File: config.mk
export PLATFORM = sky130hd
export DESIGN_NAME = issue_prf_wb_arbiter
export DESIGN_NICKNAME = d
export VERILOG_FILES = /design/src/rtl/issue_prf_wb_arbiter.sv
export SDC_FILE = /design/constraint.sdc
export NUM_CORES = 1
export LEC_CHECK = 0
export BUFFER_PORTS_ARGS = -buffer_cell sky130_fd_sc_hd__buf_2
export CORE_AREA = 4 4 138 140
export CTS_CLUSTER_SIZE = 10
export DETAILED_ROUTE_END_ITERATION = 10
export DIE_AREA = 0 0 142 144
export PLACE_DENSITY = 0.84
export SLEW_MARGIN = 20
export SYNTH_ARGS = -nofsm -noshare
export SYNTH_HDL_FRONTEND = slang
export SYNTH_SLANG_ARGS = --single-unit
File: constraint.sdc
create_clock -name clk -period 2.5 [get_ports clk]
set_clock_uncertainty 0.05 [all_clocks]
set_input_delay 0.25 -clock clk [delete_from_list [all_inputs] [get_ports clk]]
set_output_delay 0.25 -clock clk [all_outputs]
set_load 0.02 [all_outputs]
File: src/rtl/issue_prf_wb_arbiter.sv
// issue_prf_wb_arbiter
//   Round-robin writeback arbiter in front of a single PRF write port, plus
//   the physical-register ready bitmap used by issue.
//
//   Ports
//     clk, reset        : clock, synchronous active-low reset
//     req_valid/ready   : per-requester (3) writeback handshake, ready is comb
//     req_addr/req_data : packed per-requester destination and data
//     alloc_valid/addr  : rename allocation, clears the ready bit
//     prf_addra/wea/dina: registered PRF write port (one cycle after grant)
//     prf_ready         : one bit per physical register, 1 = value final
module issue_prf_wb_arbiter #(
  parameter int DATA_WIDTH = 64,
  parameter int ADDR_WIDTH = 6
) (
  input  logic                      clk,
  input  logic                      reset,
  input  logic [2:0]                req_valid,
  output logic [2:0]                req_ready,
  input  logic [3*ADDR_WIDTH-1:0]   req_addr,
  input  logic [3*DATA_WIDTH-1:0]   req_data,
  input  logic                      alloc_valid,
  input  logic [ADDR_WIDTH-1:0]     alloc_addr,
  output logic [ADDR_WIDTH-1:0]     prf_addra,
  output logic                      prf_wea,
  output logic [DATA_WIDTH-1:0]     prf_dina,
  output logic [2**ADDR_WIDTH-1:0]  prf_ready
);

  localparam int NUM_REQ  = 3;
  localparam int NUM_PREG = 2**ADDR_WIDTH;

  logic [1:0]            rr_ptr;
  logic [1:0]            next_ptr;
  logic [NUM_REQ-1:0]    grant;
  logic                  hs;
  logic [ADDR_WIDTH-1:0] sel_addr;
  logic [DATA_WIDTH-1:0] sel_data;
  logic [NUM_PREG-1:0]   set_mask;
  logic [NUM_PREG-1:0]   clr_mask;

  // First valid requester starting at rr_ptr. Encoding 3 is unreachable and
  // falls back to requester-0 priority. Nothing is granted while in reset so
  // an in-flight handshake is dropped.
  always_comb begin
    grant = '0;
    case (rr_ptr)
      2'd1: begin
        if      (req_valid[1]) grant = 3'b010;
        else if (req_valid[2]) grant = 3'b100;
        else if (req_valid[0]) grant = 3'b001;
      end
      2'd2: begin
        if      (req_valid[2]) grant = 3'b100;
        else if (req_valid[0]) grant = 3'b001;
        else if (req_valid[1]) grant = 3'b010;
      end
      default: begin
        if      (req_valid[0]) grant = 3'b001;
        else if (req_valid[1]) grant = 3'b010;
        else if (req_valid[2]) grant = 3'b100;
      end
    endcase
    if (!reset) grant = '0;
  end

  assign req_ready = grant;
  assign hs        = |grant;

  always_comb begin
    sel_addr = '0;
    sel_data = '0;
    for (int i = 0; i < NUM_REQ; i++) begin
      if (grant[i]) begin
        sel_addr = req_addr[i*ADDR_WIDTH +: ADDR_WIDTH];
        sel_data = req_data[i*DATA_WIDTH +: DATA_WIDTH];
      end
    end
  end

  always_comb begin
    next_ptr = 2'd0;
    if (grant[0])      next_ptr = 2'd1;
    else if (grant[1]) next_ptr = 2'd2;
  end

  // The ready bit is raised on the grant edge (so issue sees it alongside
  // prf_wea) and raised again on the edge the PRF actually takes the write.
  // The second set lets an allocation of the same register in the write
  // cycle lose to the write, since set beats clear on any shared edge.
  always_comb begin
    set_mask = '0;
    clr_mask = '0;
    if (hs)          set_mask[sel_addr]   = 1'b1;
    if (prf_wea)     set_mask[prf_addra]  = 1'b1;
    if (alloc_valid) clr_mask[alloc_addr] = 1'b1;
  end

  always_ff @(posedge clk) begin
    if (!reset) begin
      rr_ptr    <= 2'd0;
      prf_wea   <= 1'b0;
      prf_addra <= '0;
      prf_dina  <= '0;
      prf_ready <= '1;
    end else begin
      prf_wea   <= hs;
      prf_ready <= (prf_ready & ~clr_mask) | set_mask;
      if (hs) begin
        rr_ptr    <= next_ptr;
        prf_addra <= sel_addr;
        prf_dina  <= sel_data;
      end
    end
  end

endmodule

==> impl_results.md, run 1 <==
- Outcome: complete, but fails checks
- Violated checks: setup timing
- Share of the yosys chip area belonging to registers: 39.2%
- Fin crit share: 102%
- GRT Resource Usage Total: 30.1%
- Reg2reg start: rr_ptr[0]$_SDFFE_PN0P_
- Core outline area: 17800 um2
- Sequential Power Share: 34.3%
- Worst-path maximum fanout: 7
- Post-synthesis async set-or-reset flop share: 0%
- Ys flop type: dfxtp_1
- Internal: 4.88 mW
- Initial antenna violation count: 17
- # clock sinks: 137
- Die Ht: 144 um
- Clock power share: 36.0%
- Post-Synthesis Cell Area: 7000 um2
- Syn_area_per_cell: 7.95 um2
- Worst reg2reg path endpoint: prf_ready[57]$_SDFF_PN1_
- Post-Synth Adder-Cell Area: 0.357%
- Vias in the first global route: 8966
- Reg2reg setup slack: -0.04 ns
- Drt wl/cell: 21.4 um
- DRT antenna net count: 0
- Minimum clock period after layout: 2.54 ns
- Commonest non-fill, non-tap cell in the layout: buf_2
- Switching share of total power: 35.5%
- Final GP Congestion: 0.971
- Port-buffer cells: 359
- Largest net degree at the start of global routing: 60
- Synth Warn #: 0
- Post-Synth Simple-Gate Area: 22.4%
- Syn nets: 1105
- Fillers: 1486
- Worst hold path startpoint: req_data[143]
- Synth cell types: 61
- Initial Utilization: 39.2%
- Cell Rows: 49
- Worst Hold End: prf_dina[15]$_SDFFE_PN0P_
- Combinational share of power: 29.7%
- Final net count: 1523
- Worst R2R Path Depth: 10
- Worst Setup End Kind: register
- Pre-Repair DR Iteration Count: 5
- Worst setup margin: -0.0389 ns
- Non-Filler Instances: 1552
- Starting DRT DRC Count: 1060
- Clk_lat worst skew: 0.43 ns
- Placed Cells: 1460
- Relative slew slack: 50.4%
- Critical Path RT: 2.80 ns
- Mux cell area share after synthesis: 0.286%
- Post-DP HPWL: 23.4 mm
- Post-synth EDFFs: 0
- Area of all placed cells without fillers: 10900 um2
- Unrepaired setup endpoints after global routing: yes
- Worst-margin pin slew: 0.741 ns
- Slew Limit Fails: 0
- Syn Inst Count: 881
- Final core utilization: 60.8%
- CP arrival: 2.84 ns
- Share of cells above drive strength 1: 40.9%
- Die area: 20400 um2
- Area Overhead vs Synth: 55.0%
- WS Path Type: register to register
- Compound-Gate Fraction of Synth Area: 32.6%
- Setup-failing EPs final: 10
- Top-level port count: 360
- DR DRC count: 0
- Cts bufs inserted: 17
- Most frequent cells in the layout: buf_2, nand2_1, dfxtp_1
- Global-route wire length before repair: 48.1 mm
- Clk root buf: clkbuf_16
- Main combinational cell family by area after synthesis: compound AO/OA/AOI/OAI gates
- P_leak: 4.57 nW
- Kind of path behind the tightest hold check: primary input to register
- Hold depth: 2
- CP Launch Type: register
- CTS tree: done
- Sw Pwr: 2.68 mW
- Endpoints failing hold: 0
- Synth Register Bits: 137
- Die W: 142 um
- Post-DP Area: 9380 um2
- CTS clk-pin slew, worst paths: 0.07 ns
- Routed WL: 33.2 mm
- XOR/XNOR Fraction of Synth Area: 0%
- CTS max path bufs: 2
- Total gr overflow: 0
- Power per cell area: 697 nW/um2
- Max Cap Viol: 0
- H-tree depth: 4
- Vias per cell: 6.03
- Peak supply drop: 0.000495 V
- Fmax: 394 MHz
- Vias: 9363
## worst max path at each step
stage                           start                       end  slack (ns)  cells past startpoint
2_1_floorplan  rr_ptr[0]$_SDFFE_PN0P_  prf_ready[47]$_SDFF_PN1_        0.13                     11
3_3_place_gp   rr_ptr[0]$_SDFFE_PN0P_  prf_ready[29]$_SDFF_PN1_      -0.006                      9
3_5_place_dp   rr_ptr[0]$_SDFFE_PN0P_  prf_ready[56]$_SDFF_PN1_       -0.11                      9
4_1_cts        rr_ptr[1]$_SDFFE_PN0P_  prf_ready[29]$_SDFF_PN1_      -0.002                      9
5_1_grt        rr_ptr[0]$_SDFFE_PN0P_  prf_ready[25]$_SDFF_PN1_       -0.10                     10
6_report       rr_ptr[0]$_SDFFE_PN0P_  prf_ready[57]$_SDFF_PN1_       -0.04                     10
## cells by family (layout without fill, tap and decap cells)
kind of cell / after synthesis / count (layout)
AND/OR/NAND/NOR: 336 / 336
multiplexers: 2 / 2
other: 0 / 11
adder cells (fa/ha/maj): 2 / 2
flip-flops: 137 / 137
AO/OA/AOI/OAI: 320 / 320
buffers and inverters: 84 / 515
## layer usage
metal	GRT usage (%)	part of all wire, %	up-vias
li1	-	-	4158
met1	34.6	35	4284
met2	49.5	47	756
met3	9.03	12	155
met4	17.8	6.0	10
met5	0	0.20	-
## Yosys cell counts (9+ instances only)
master	count	area, um2
nand2_1	152	571
dfxtp_1	137	2740
o21ai_0	89	445
nand3_1	65	325
o2111ai_1	58	508
a21oi_1	54	270
clkbuf_1	47	176
nor2_1	44	165
a221o_1	42	420
and3_1	24	150
a211oi_1	17	128
buf_2	15	75.1
buf_1	9	33.8
nor2b_1	9	56.3
## repair_timing
action	in CTS	in global routing
resized for setup	17	54
setup endpoints to repair	41	99
cloned	2	0
hold buffers	32	2
endpoints found under the hold margin	32	2
setup buffers	7	7
pin swaps	3	15
## flip-flops by register name (all words and copies together), names as in the netlist
name       count
prf_ready     64
prf_dina      64
prf_addra      6
rr_ptr         2
prf_wea        1
## worst max-delay path: stages, from the launching register on
cell and delay (ns):
dfxtp_2 0.34, inv_2 0.05, ha_4 0.23, nor2b_4 0.13
o31a_1 0.32, buf_6 0.17, a22o_4 0.27, o31ai_4 0.38
nand3_1 0.17, buf_6 0.17, o2111ai_1 0.16
## layout make-up
class                   instances  area (um2)  area share [%]
diodes                         11        27.5           0.254
clock buffers                  17         425            3.92
clock inverters                15         199            1.83
inverters                       8        42.5           0.392
multi-input cells             660        4170            38.4
flip-flops and latches        137        2750            25.3
well taps                     229         287            2.64
repair buffers                475        2950            27.2
## power groups by stage
stage / clock [mW] / sequential (mW) / combinational (mW)
6_report: 2.72 / 2.60 / 2.25
3_3_place_gp: 0 / 2.62 / 1.96
4_1_cts: 2.73 / 2.58 / 2.09
2_1_floorplan: 0 / 2.85 / 0.857
5_1_grt: 2.83 / 2.62 / 2.38
3_5_place_dp: 0 / 2.62 / 1.99
## metrics by stage
step | setup WS [ns] | total power, mW | TNS [ns] | hold slack [ns]
detailed placement | -0.106 | 4.61 | -1.40 | 0.389
finish | -0.0389 | 7.57 | -0.170 | 0.0117
global route | -0.104 | 7.83 | -2.00 | 0.00451
global placement | -0.00633 | 4.58 | -0.0126 | 0.382
floorplan | 0.131 | 3.71 | 0 | 0.339
CTS | -0.00217 | 7.40 | -0.00366 | 0.000437
(Power assumes the default switching activity.)
==> run 2, diff against run 1 <==
--- a/config.mk
+++ b/config.mk
@@ -5,7 +5,7 @@
 export SDC_FILE = /design/constraint.sdc
 export NUM_CORES = 1
 export LEC_CHECK = 0
-export BUFFER_PORTS_ARGS = -buffer_cell sky130_fd_sc_hd__buf_2
+export BUFFER_PORTS_ARGS = -buffer_cell sky130_fd_sc_hd__buf_4
 export CORE_AREA = 4 4 138 140
 export CTS_CLUSTER_SIZE = 10
 export DETAILED_ROUTE_END_ITERATION = 10
==> run 2 against run 1 <==
The flow now finishes without violations. Sequential share of layout area decreased by 1.5 points. Setup slack improved by 0.064 ns. Sequential power is essentially flat. Final cell count is 0.90% lower. Final area increased by 6.1%. Die area unchanged. Largest power group is now registers. Core utilization grew 3.7 points. Maximum frequency up 2.6%. Largest cell class unchanged. Non-clock buffer count down 6. First-iteration DRC count grew 3.1%. Highest routed layer is now met4. Worst hold slack improved by 0.012 ns.
==> impl_results.md, run 2 (synthesized netlist as in run 1, its figures left out) <==
- Crit-path cells: inv_2 -> ha_4 -> nor2b_4 -> o31a_1 -> buf_6 -> a211oi_4 -> buf_4 -> a21oi_4 -> nand3_1 -> o2111ai_1
- CTS max path bufs: 2 (unchanged)
- Kind of path behind the tightest hold check: primary input to register
- CP Launch Type: register
- Fmax: 404 MHz (+2.6%)
- DRT antenna net count: 0 (unchanged)
- Die W: 142 um (unchanged)
- CP arrival: 2.75 ns (-0.09 ns)
- Worst path top cell family by delay: compound AO/OA/AOI/OAI gates
- Critical Path RT: 2.77 ns (-0.03 ns)
- Non-Filler Instances: 1538 (-0.90%)
- Die Ht: 144 um (unchanged)
- Die area: 20400 um2 (unchanged)
- CTS clk-pin slew, worst paths: 0.07 ns (about the same)
- Vias in the first global route: 8936 (-0.33%)
- H-tree depth: 4 (unchanged)
- GRT Resource Usage Total: 30.8% (+0.70 points)
- Worst-margin pin slew: 0.620 ns (-0.120 ns)
- Area of all placed cells without fillers: 11500 um2 (+6.1%)
- Clk_lat worst skew: 0.42 ns (about the same)
- Peak supply drop: 0.000477 V (-3.6%)
- Global-route wire length before repair: 49.3 mm (+2.4%)
- Outcome: completed
- Cts bufs inserted: 17 (unchanged)
- Routed WL: 34.1 mm (+2.7%)
- Top Registers: prf_dina x64, prf_ready x64, prf_addra x6
- DR DRC count: 0 (unchanged)
- Drt wl/cell: 22.2 um (+3.6%)
- Worst Path Buf+Inv: 3 (unchanged)
- Largest net degree at the start of global routing: 61 (+1.7%)
- Vias: 9333 (-0.32%)
- Clk root buf: clkbuf_16
- WS Path Type: register to register
- Core outline area: 17800 um2 (unchanged)
- Starting DRT DRC Count: 1093 (+3.1%)
- Initial Utilization: 39.2% (unchanged)
- Vias per cell: 6.07 (+0.59%)
- CP max-delay cell: dfxtp_2
- Pre-Repair DR Iteration Count: 6 (+1)
- Final GP Congestion: 1.01 (+4.1%)
- Minimum clock period after layout: 2.48 ns (-0.0636 ns)
- Cell Rows: 49 (unchanged)
- Area Overhead vs Synth: 64.4%
- Post-DP HPWL: 24.2 mm (+3.1%)
- Final net count: 1517 (-0.39%)
- CTS tree: done
- # clock sinks: 137 (unchanged)
- CP max stage delay: 0.35 ns (-0.03 ns)
- Total gr overflow: 0 (unchanged)
- Top-level port count: 360 (unchanged)
- Port-buffer cells: 359 (unchanged)
- P_leak: 4.79 nW (+4.7%)
- Worst Setup End Kind: register
- Post-DP Area: 10200 um2 (+9.2%)
- Relative slew slack: 58.5% (+8.1 points)
- Commonest non-fill, non-tap cell in the layout: buf_4
- Power per cell area: 650 nW/um2 (-6.7%)
- Setup-failing EPs final: 0 (-10)
- Most frequent cells in the layout: buf_4, nand2_1, dfxtp_1
- Final total power: 7.48 mW (-1.1%)
- Fin crit share: 99.0% (-2.5 points)
- Max Cap Viol: 0 (unchanged)
- Initial antenna violation count: 1 (-16)
- Share of cells above drive strength 1: 39.3% (-1.6 points)
- Slew Limit Fails: 0 (unchanged)
- Endpoints failing hold: 0 (unchanged)
- Worst-path maximum fanout: 8 (+1)
- Placed Cells: 1454 (-0.41%)
==> run 2: cell count changes in the layout (fill, tap and decap cells not counted), moves of 3 or more <==
cell / previous run / this run
a211oi_2: 0 / 3
nand3_1: 58 / 61
dlygate4sd3_1: 34 / 39
clkinvlp_4: 0 / 3
diode_2: 11 / 3
buf_2: 357 / 0
buf_4: 65 / 414
a211oi_1: 17 / 14
==> run 2: cell type report <==
class,instances,area [um2]
antenna,3,7.51
clock buffer,18,429
clock inverter,14,128
fill,1455,6330
inverter,8,42.5
multi-input combinational,660,4110
sequential,137,2750
tap,229,287
timing repair buffer,469,3760
==> run 2: path summary, 6_finish.rpt <==
check	from	to	slack (ns)	cells past startpoint
worst max-delay path	rr_ptr[0]$_SDFFE_PN0P_	prf_ready[24]$_SDFF_PN1_	0.02	10
worst min-delay path	req_data[155]	prf_dina[27]$_SDFFE_PN0P_	0.02	3
worst max register to register	rr_ptr[0]$_SDFFE_PN0P_	prf_ready[24]$_SDFF_PN1_	0.02	10
worst min register to register	prf_dina[27]$_SDFFE_PN0P_	prf_dina[27]$_SDFFE_PN0P_	0.40	2
==> run 2: worst reg2reg max path, stage by stage, from the launching register on <==
cell	delay (ns)
dfxtp_2	0.35
inv_2	0.05
ha_4	0.29
nor2b_4	0.17
o31a_1	0.25
buf_6	0.17
a211oi_4	0.08
buf_4	0.16
a21oi_4	0.28
nand3_1	0.25
o2111ai_1	0.29
==> run 2: power breakdown <==
group / internal [mW] / switching (mW)
logic: 1.12 / 1.32
clock network: 1.31 / 1.12
registers: 2.42 / 0.198
total: 4.85 / 2.64
==> run 2: repair_timing <==
action / in CTS / in global routing
pin swaps: 1 / 11
hold endpoints to repair: 39 / 0
setup buffers: 2 / 9
cloned: 0 / 0
resized for setup: 11 / 38
setup endpoints to repair: 26 / 68
hold buffers: 39 / 0
==> run 2: metrics by stage <==
| stage | TNS, ns | utilization, % | hold WS, ns | worst slack [ns] |
|---|---|---|---|---|
| floorplan | 0 | - | 0.339 | 0.131 |
| global placement | 0 | 57.4 | 0.389 | 0.0450 |
| detailed placement | -0.0917 | 57.4 | 0.395 | -0.0266 |
| CTS | -0.00939 | 63.1 | 0.00919 | -0.00718 |
| global route | -0.139 | 64.5 | 0.0140 | -0.0244 |
| finish | 0 | 64.5 | 0.0232 | 0.0248 |
==> run 2: layer usage <==
metal	routed length, um	track usage [%]
met1	12000	35.5
met2	16400	51.6
met3	3800	8.63
met4	1960	17.2
met5	0	0
==> run 3, diff against run 2 <==
--- a/config.mk
+++ b/config.mk
@@ -6,11 +6,13 @@
 export NUM_CORES = 1
 export LEC_CHECK = 0
 export BUFFER_PORTS_ARGS = -buffer_cell sky130_fd_sc_hd__buf_4
-export CORE_AREA = 4 4 138 140
+export CELL_PAD_IN_SITES_DETAIL_PLACEMENT = 0
+export CELL_PAD_IN_SITES_GLOBAL_PLACEMENT = 1
+export CORE_AREA = 2 2 159 161
 export CTS_CLUSTER_SIZE = 10
 export DETAILED_ROUTE_END_ITERATION = 10
-export DIE_AREA = 0 0 142 144
-export PLACE_DENSITY = 0.84
+export DIE_AREA = 0 0 161 163
+export PLACE_DENSITY = 0.87
 export SLEW_MARGIN = 20
 export SYNTH_ARGS = -nofsm -noshare
 export SYNTH_HDL_FRONTEND = slang
==> run 3 against run 2 <==
Worst hold slack got worse by 0.0056 ns. Critical path depth fell by 1. Core utilization fell by 16 points. Die area rose by 28%. Via count fell by 4.7%. Flip-flop and latch count did not move. Clock power rose by 12%. Critical path type unchanged. Largest power group is now the clock network.
==> impl_results.md, run 3 (synthesized netlist as in run 1, its figures left out) <==
- Commonest non-fill, non-tap cell in the layout: buf_4
- # clock sinks: 137 (unchanged)
- Area Overhead vs Synth: 69.4%
- Worst-margin pin slew: 0.685 ns (+0.0645 ns)
- Minimum clock period after layout: 2.48 ns (+0.00818 ns)
- Peak supply drop: 0.000385 V (-19%)
- Total gr overflow: 0 (unchanged)
- P_leak: 4.89 nW (+2.1%)
- Die area: 26200 um2 (+28%)
- Core outline area: 24700 um2 (+38%)
- H-tree depth: 4 (unchanged)
- Final core utilization: 48.1% (-16 points)
- Cts bufs inserted: 17 (unchanged)
- Multi-input combinational cell area: 4160 um2 (+1.2%)
- CP max-delay cell: o31a_1
- Final net count: 1527 (+0.66%)
- Fillers: 2369 (+63%)
- Largest net degree at the start of global routing: 45 (-26%)
- Post-DP HPWL: 24.4 mm (+0.91%)
- Vias per cell: 5.40 (-11%)
- Vias: 8898 (-4.7%)
- Drt wl/cell: 20.0 um (-10%)
- Endpoints failing hold: 0 (unchanged)
- Hold_ws: 0.0176 ns (-0.00565 ns)
- CP Launch Type: register
- Power per cell area: 655 nW/um2 (+0.69%)
- Worst path top cell family by delay: compound AO/OA/AOI/OAI gates
- Most frequent cells in the layout: buf_4, nand2_1, dfxtp_1
- Initial antenna violation count: 3 (+2)
- Top Registers: prf_dina x64, prf_ready x64, prf_addra x6
- Share of cells above drive strength 1: 40.6% (+1.3 points)
- Global-route wire length before repair: 48.5 mm (-1.5%)
- Kind of path behind the tightest hold check: primary input to register
- CTS max path bufs: 2 (unchanged)
- Unrepaired setup endpoints after global routing: yes
- Port-buffer cells: 359 (unchanged)
- Slew Limit Fails: 0 (unchanged)
- Reg area: 2750 um2 (unchanged)
- Worst Path Buf+Inv: 2 (-1)
- Final GP Congestion: 0.901 (-11%)
- CTS clk-pin slew, worst paths: 0.07 ns (about the same)
- Worst Setup End Kind: register
- Starting DRT DRC Count: 793 (-27%)
- Die Ht: 163 um (+13%)
- Pre-Repair DR Iteration Count: 6 (unchanged)
- Initial Utilization: 28.4% (-11 points)
- Worst-path maximum fanout: 5 (-3)
- WS Path Type: register to register
- Outcome: completed
- Fin crit share: 99.3% (+0.33 points)
- Max Cap Viol: 0 (unchanged)
- CTS tree: done
- Routed WL: 32.9 mm (-3.6%)
- CP max stage delay: 0.35 ns (about the same)
- Cell Rows: 58 (+18%)
- DR DRC count: 0 (unchanged)
- Top-level port count: 360 (unchanged)
- Clk_lat worst skew: 0.41 ns (about the same)
- Relative slew slack: 54.2% (-4.3 points)
- CP arrival: 2.78 ns (+0.03 ns)
- Die W: 161 um (+13%)
- Vias in the first global route: 8572 (-4.1%)
- Critical Path RT: 2.79 ns (+0.02 ns)
- Clk root buf: clkbuf_16
- Total negative slack: 0 ns (unchanged)
- Fmax: 403 MHz (-0.33%)
- GRT Resource Usage Total: 23.6% (-7.2 points)
- Setup-failing EPs final: 0 (unchanged)
- DRT antenna net count: 0 (unchanged)
- Crit-path cells: buf_4 -> ha_1 -> nor2b_1 -> o31a_1 -> buf_6 -> a22o_4 -> o31ai_4 -> nand3_2 -> o2111ai_1
-- run 3: metal layers --
layer	track usage (%)	vias to the layer above	share of wire (%)
met2	40.5	469	49
li1	-	4175	-
met3	6.90	53	9.6
met4	9.25	2	2.8
met1	27.6	4199	38
met5	0	-	0.039
-- run 3: where the power goes --
| group | leakage [nW] | total, mW | internal (mW) | switching, mW |
|---|---|---|---|---|
| logic | 3.45 | 2.45 | 1.14 | 1.31 |
| clock network | 0.309 | 2.71 | 1.54 | 1.17 |
| registers | 1.13 | 2.60 | 2.42 | 0.184 |
-- run 3: final cells by class --
cell class / count / share of cell area (%)
Antenna cell: 2 / 0.0422
Clock buffer: 17 / 3.59
Clock inverter: 15 / 1.72
Inverter: 8 / 0.274
Multi-Input combinational cell: 660 / 35.0
Sequential cell: 137 / 23.2
Tap cell: 330 / 3.48
Timing Repair Buffer: 479 / 32.7
-- run 3: path summary, 6_finish.rpt --
path | start | to | slack (ns) | cells past startpoint
min | req_data[145] | prf_dina[17]$_SDFFE_PN0P_ | 0.02 | 2
max reg2reg | rr_ptr[0]$_SDFFE_PN0P_ | prf_ready[29]$_SDFF_PN1_ | 0.02 | 9
max | rr_ptr[0]$_SDFFE_PN0P_ | prf_ready[29]$_SDFF_PN1_ | 0.02 | 9
min reg2reg | prf_dina[30]$_SDFFE_PN0P_ | prf_dina[30]$_SDFFE_PN0P_ | 0.41 | 2
-- run 3: timing repair --
action                     CTS  global route
resized for setup           17            42
setup buffers                5             6
setup endpoints to repair   56           100
hold buffers                39             0
hold endpoints to repair    39             0
gates cloned                 0             1
pin swaps                    6            16
-- run 3: worst reg2reg max path: stages (launching register included) --
cell and delay (ns):
dfxtp_2 0.32, buf_4 0.13, ha_1 0.20, nor2b_1 0.14, o31a_1 0.35, buf_6 0.16, a22o_4 0.27, o31ai_4 0.33
nand3_2 0.22, o2111ai_1 0.24
-- run 3: per-stage QoR --
stage	cell area [um2]	power [mW]	cells	worst slack [ns]
after floorplan	7000	3.71	881	0.131
after global placement	10500	4.87	1563	-0.0280
after detailed placement	10500	4.89	1563	-0.107
after CTS	11600	7.68	1639	-0.0605
after global routing	11900	8.05	1648	-0.0459
final	11900	7.77	1648	0.0166
